## config.mk

```make
export PLATFORM = sky130hd
export DESIGN_NAME = prio_encoder_arb
export DESIGN_NICKNAME = d
export VERILOG_FILES = /design/src/rtl/prio_enc_pkg.sv /design/src/rtl/prio_pick.sv /design/src/rtl/prio_encoder_arb.sv
export SDC_FILE = /design/constraint.sdc
export NUM_CORES = 1
export LEC_CHECK = 0
export ABC_AREA = 1
export ABC_CLOCK_PERIOD_IN_PS = 3300
export CORE_MARGIN = 3
export CORE_UTILIZATION = 61
export DETAILED_ROUTE_END_ITERATION = 8
export GPL_ROUTABILITY_DRIVEN = 1
export PLACE_DENSITY = 0.83
export SYNTH_ARGS = -nofsm -noshare
export SYNTH_HDL_FRONTEND = slang
export SYNTH_HIERARCHICAL = 1
export SYNTH_SLANG_ARGS = --single-unit
```

## constraint.sdc

```tcl
create_clock -name clk -period 3.3 [get_ports clk]
set_input_delay 0.66 -clock clk [delete_from_list [all_inputs] [get_ports clk]]
set_output_delay 0.66 -clock clk [all_outputs]
set_load 0.01 [all_outputs]
```

## src/rtl/prio_enc_pkg.sv

```systemverilog
// Shared constants and FSM encoding for the registered priority encoder/arbiter.
package prio_enc_pkg;

  localparam int MODE_FIXED = 0;
  localparam int MODE_RR    = 1;

  typedef enum logic {
    ST_IDLE  = 1'b0,
    ST_GRANT = 1'b1
  } state_t;

endpackage

```

## src/rtl/prio_pick.sv

```systemverilog
// Combinational priority pick: scans vec downward from start, wrapping N-1 -> 0 below index 0.
module prio_pick #(
  parameter int N = 8,
  parameter int W = $clog2(N)
) (
  input  logic [N-1:0] vec,
  input  logic [W-1:0] start,
  input  logic         rr,
  output logic [W-1:0] idx,
  output logic         any
);

  always_comb begin
    int unsigned b;
    int unsigned p;
    // An out-of-range start (possible only if N is not a power of 2) falls back to the top index.
    b   = (rr && (32'(start) < N)) ? 32'(start) : N - 1;
    p   = 0;
    idx = '0;
    any = 1'b0;
    for (int unsigned off = 0; off < N; off++) begin
      p = b + N - off;
      if (p >= N) p = p - N;
      if (!any && vec[p[W-1:0]]) begin
        any = 1'b1;
        idx = W'(p);
      end
    end
  end

endmodule

```

## src/rtl/prio_encoder_arb.sv

```systemverilog
// Registered N-input priority encoder with sticky request capture, valid/ack handshake
// and fixed or round-robin priority.
module prio_encoder_arb
  import prio_enc_pkg::*;
#(
  parameter int N    = 8,
  parameter int MODE = MODE_FIXED,
  localparam int W   = $clog2(N)
) (
  input  logic         clk,
  input  logic         rst_n,
  input  logic [N-1:0] req,
  input  logic         ack,
  output logic         vld,
  output logic [W-1:0] idx,
  output logic [N-1:0] gnt
);

  if (N < 2 || N > 64) begin : g_bad_n
    $error("prio_encoder_arb: N must be in 2..64");
  end
  if (MODE != MODE_FIXED && MODE != MODE_RR) begin : g_bad_mode
    $error("prio_encoder_arb: MODE must be 0 or 1");
  end

  state_t       state;
  logic [N-1:0] pend;
  logic [N-1:0] clr;
  logic [N-1:0] cand;
  logic [N-1:0] pick_oh;
  logic [W-1:0] ptr;
  logic [W-1:0] ptr_nxt;
  logic [W-1:0] start;
  logic [W-1:0] pick_idx;
  logic         pick_any;
  logic         accept;

  assign accept  = (state == ST_GRANT) && ack;
  assign clr     = accept ? gnt : '0;
  assign cand    = (pend & ~clr) | req;
  assign ptr_nxt = (idx == '0) ? W'(N - 1) : idx - W'(1);
  // On an accepted grant the next pick already searches from the advanced pointer,
  // so back-to-back round-robin grants rotate every cycle.
  assign start   = accept ? ptr_nxt : ptr;
  assign pick_oh = {{(N-1){1'b0}}, 1'b1} << pick_idx;

  prio_pick #(
    .N (N),
    .W (W)
  ) u_pick (
    .vec   (cand),
    .start (start),
    .rr    (MODE == MODE_RR),
    .idx   (pick_idx),
    .any   (pick_any)
  );

  always_ff @(posedge clk or negedge rst_n) begin
    if (!rst_n) begin
      state <= ST_IDLE;
      pend  <= '0;
      ptr   <= W'(N - 1);
      vld   <= 1'b0;
      idx   <= '0;
      gnt   <= '0;
    end else begin
      pend <= cand;
      if (accept) ptr <= ptr_nxt;
      case (state)
        ST_IDLE: begin
          if (pick_any) begin
            state <= ST_GRANT;
            vld   <= 1'b1;
            idx   <= pick_idx;
            gnt   <= pick_oh;
          end
        end
        ST_GRANT: begin
          if (ack) begin
            if (pick_any) begin
              idx <= pick_idx;
              gnt <= pick_oh;
            end else begin
              state <= ST_IDLE;
              vld   <= 1'b0;
              gnt   <= '0;
            end
          end
        end
        default: begin
          state <= ST_IDLE;
          vld   <= 1'b0;
          gnt   <= '0;
        end
      endcase
    end
  end

endmodule

```

==> flow_metrics.tcl <==
set metrics [dict create \
    synth_edf_count 0 \
    final_area_sq_um 2380 \
    yosys-top-cells-area "dfrtp_1 (26%), nand2_1 (19%), nand3_1 (9.6%)" \
    postRouteAntennaNets 0 \
    layout-drive-gt1-share_pct 16.9 \
    yosys_register_bits 24 \
    setup_tns_ns 0 \
    rsz0062_at_grt "no" \
    crit_path_start "ack" \
    ioPinCount 23 \
    cp_data_required_time_ns 3.56 \
    cap_violations 0 \
    grt_max_degree 25 \
    pwr-share-clk_pct 11.1 \
    gr-usage-all-layers_pct 26.6 \
    synth_common_cells "nand2_1 (104), nand3_1 (39), inv_1 (36), dfrtp_1 (21), nor2_1 (21)" \
    worst_pin_slew_ns 0.551 \
    netlist_area_sq_um 2040 \
    cts_setup_buffers 0 \
    avgViaCountPerCell 5.41 \
    switching_share_pct 50.1 \
    drt_pass1_iterations 4 \
    ys_warn_count 6 \
    post_dp_cell_area_sq_um 2320 \
    ctsLongestPathBuffers 2 \
    synth.most_common_cell "nand2_1" \
    fmax_mhz 347 \
    crit_type "input pin to register" \
    seq_power_share_pct 23.2 \
    clkTransAtPathRegs_ns 0.14 \
    core_area_sq_um 3130 \
    hold_start "vld" \
    synth_top_area_share_pct 25.8 \
    antenna_found_initial 0 \
    portBuffers 22 \
    place_congestion 0.953 \
    synthArstFlopShare_pct 100 \
    die_h_microns 63.8 \
    outcome "complete, no violations" \
    intPower_w 0.000963 \
    cp_top_family "simple AND/OR/NAND/NOR gates" \
    vias 2034 \
    finalPower_w 0.00193 \
    period_share_pct 87.3 \
    initial_core_util_pct 65.2 \
    die_area_sq_um 4080 \
    synth_cells 302 \
    ys_seq_area_share_pct 29.6 \
    endpoint_kind "register" \
    maxSlewViolCount 0 \
    place_hpwl_mm 4.03 \
    antenna_cells 0 \
    slew-limit-headroom_pct 62.9 \
    synth_nets 316 \
    tritoncts "done" \
    hold_class "register to register" \
    crit_arrival_ns 3.14 \
    grt_pass1_vias 1911 \
    critPathMostFrequentCell "nand2_1" \
    post_drt_wl_per_cell_microns 13.4 \
    grt_pass1_wl_mm 8.71 \
    num_rows 20 \
    fin_util_pct 76.0 \
    finalSetupViolations 0 \
    synth_cell_types 28 \
    ys.flop_type "dfrtp_1" \
    grt-ovfl-total 0 \
    ir_worst_vdd_mv 0.425 \
    hold_violations 0 \
    switching_power_w 0.000966 \
    syn_to_final_growth_pct 16.4 \
    cts_buffers 3 \
    crit_buf_inv 4 \
    critPathMaxFanout 9 \
    power.leakage_nw 1.30 \
    critical_path.slowest_cell "clkdlybuf4s50_1" \
    cts_root_buffer "clkbuf_4" \
    cp-start-kind "input pin" \
    drc 0 \
    r2r_start "state" \
    routed_wl_mm 5.04 \
    syn_area_per_cell_sq_um 6.76 \
    htreeDepth 1 \
    die_width_microns 63.8 \
    holdBufCountCts 0 \
    post_cts_resized 0 \
    worst_clock_skew_ns 0.00907 \
    crit_path_max_incr_delay_ns 0.52 \
    worstSkewPairLatency_ns 0.32 \
    p_per_area_nw_per_um2 812 \
    synth_top_area_cell "dfrtp_1" \
    comb_power_share_pct 65.8 \
    crit_path_cell_trace "clkdlybuf4s50_1 > nand2_4 > inv_6 > nand2_1 > nand2_1 > nand2_1 > nand2_1 > nand3_1 > nand3_1 > nand2_1 > nor2_4 > nand4_2 > nor2_4 > buf_4 > nand3_1 > nand3_1 > inv_1 > nor2_1 > nand4_1 > nand2_1" \
    cts_sinks 24 \
    final_nets 347 \
    drtIter0Drc 140 \
    fin_crit_ns 2.88 \
]
final timing paths:
check | end | slack, ns | cells after the start
worst min register to register | vld | 0.51 | 2
max in group asynchronous | ptr[1] | 2.33 | 2
worst max register to register | gnt[5] | 0.76 | 19
min in group asynchronous | gnt[2] | 0.69 | 2
worst min-delay path | vld | 0.51 | 2
worst max-delay path | gnt[5] | 0.42 | 20
flip-flops by register name, summed over array words and instances (netlist names):
| signal | cells |
|---|---|
| gnt | 8 |
| ptr | 3 |
| vld | 1 |
| state | 1 |
| idx | 3 |
| pend | 8 |
power by group through the flow:
stage	combinational (W)	sequential (W)	clock, W
floorplan	0.000887	0.000465	0
global placement	0.00116	0.000450	0
detailed placement	0.00119	0.000453	0
CTS	0.00120	0.000447	0.000216
global route	0.00141	0.000459	0.000226
finish	0.00127	0.000447	0.000213
kinds of logic (layout without fill, tap and decap cells):
| group | Yosys count | after routing | synth area share, % |
|---|---|---|---|
| compound gates | 14 | 14 | 3.86 |
| xor+xnor | 1 | 1 | 0.797 |
| fa+ha+maj | 3 | 3 | 1.84 |
| buf+inv | 48 | 78 | 11.3 |
| flops | 24 | 24 | 29.6 |
| other cells | 1 | 1 | 0.184 |
| simple gates | 211 | 211 | 52.4 |
layout by cell type, fill, tap and decap left out, drive strengths merged:
| cell type | n |
|---|---|
| a21boi | 1 |
| a31oi | 2 |
| buf | 10 |
| bufinv | 1 |
| clkbuf | 3 |
| clkdlybuf4s50 | 22 |
| conb | 1 |
| dfrtp | 21 |
| dfstp | 3 |
| ha | 3 |
| inv | 42 |
| nand2 | 123 |
| nand3 | 46 |
| nand3b | 2 |
| nand4 | 13 |
| nor2 | 25 |
| nor3 | 2 |
| o21ai | 11 |
| xnor2 | 1 |
stage by stage:
step | worst slack (ns) | cells | hold slack, ns
final | 0.419 | 376 | 0.513
after global placement | 0.189 | 372 | 0.481
after floorplan | 0.881 | 302 | 0.364
after detailed placement | 0.144 | 372 | 0.491
after CTS | 0.467 | 376 | 0.520
after global routing | 0.178 | 376 | 0.566
routing by layer:
metal / up-vias / part of all wire (%) / track usage [%]
li1: 1020 / - / -
met1: 924 / 44 / 35.7
met2: 84 / 47 / 45.2
met3: 6 / 7.8 / 3.87
met4: 0 / 1.1 / 5.93
met5: - / 0 / 0
final cells by class:
class	count	area (sq um)
Clock inverter	1	30.0
Sequential cell	24	604
Tap cell	44	55.1
Timing Repair Buffer	32	295
Inverter	42	163
Clock buffer	3	22.5
Fill cell	260	752
Multi-Input combinational cell	230	1210
tightest hold or removal path: cells and delay by family (launching register included):
family          cells  cell delay, ns
compound gates      1            0.08
simple gates        1            0.05
flops               1            0.37
No activity file was read; power rests on OpenSTA's default activity.
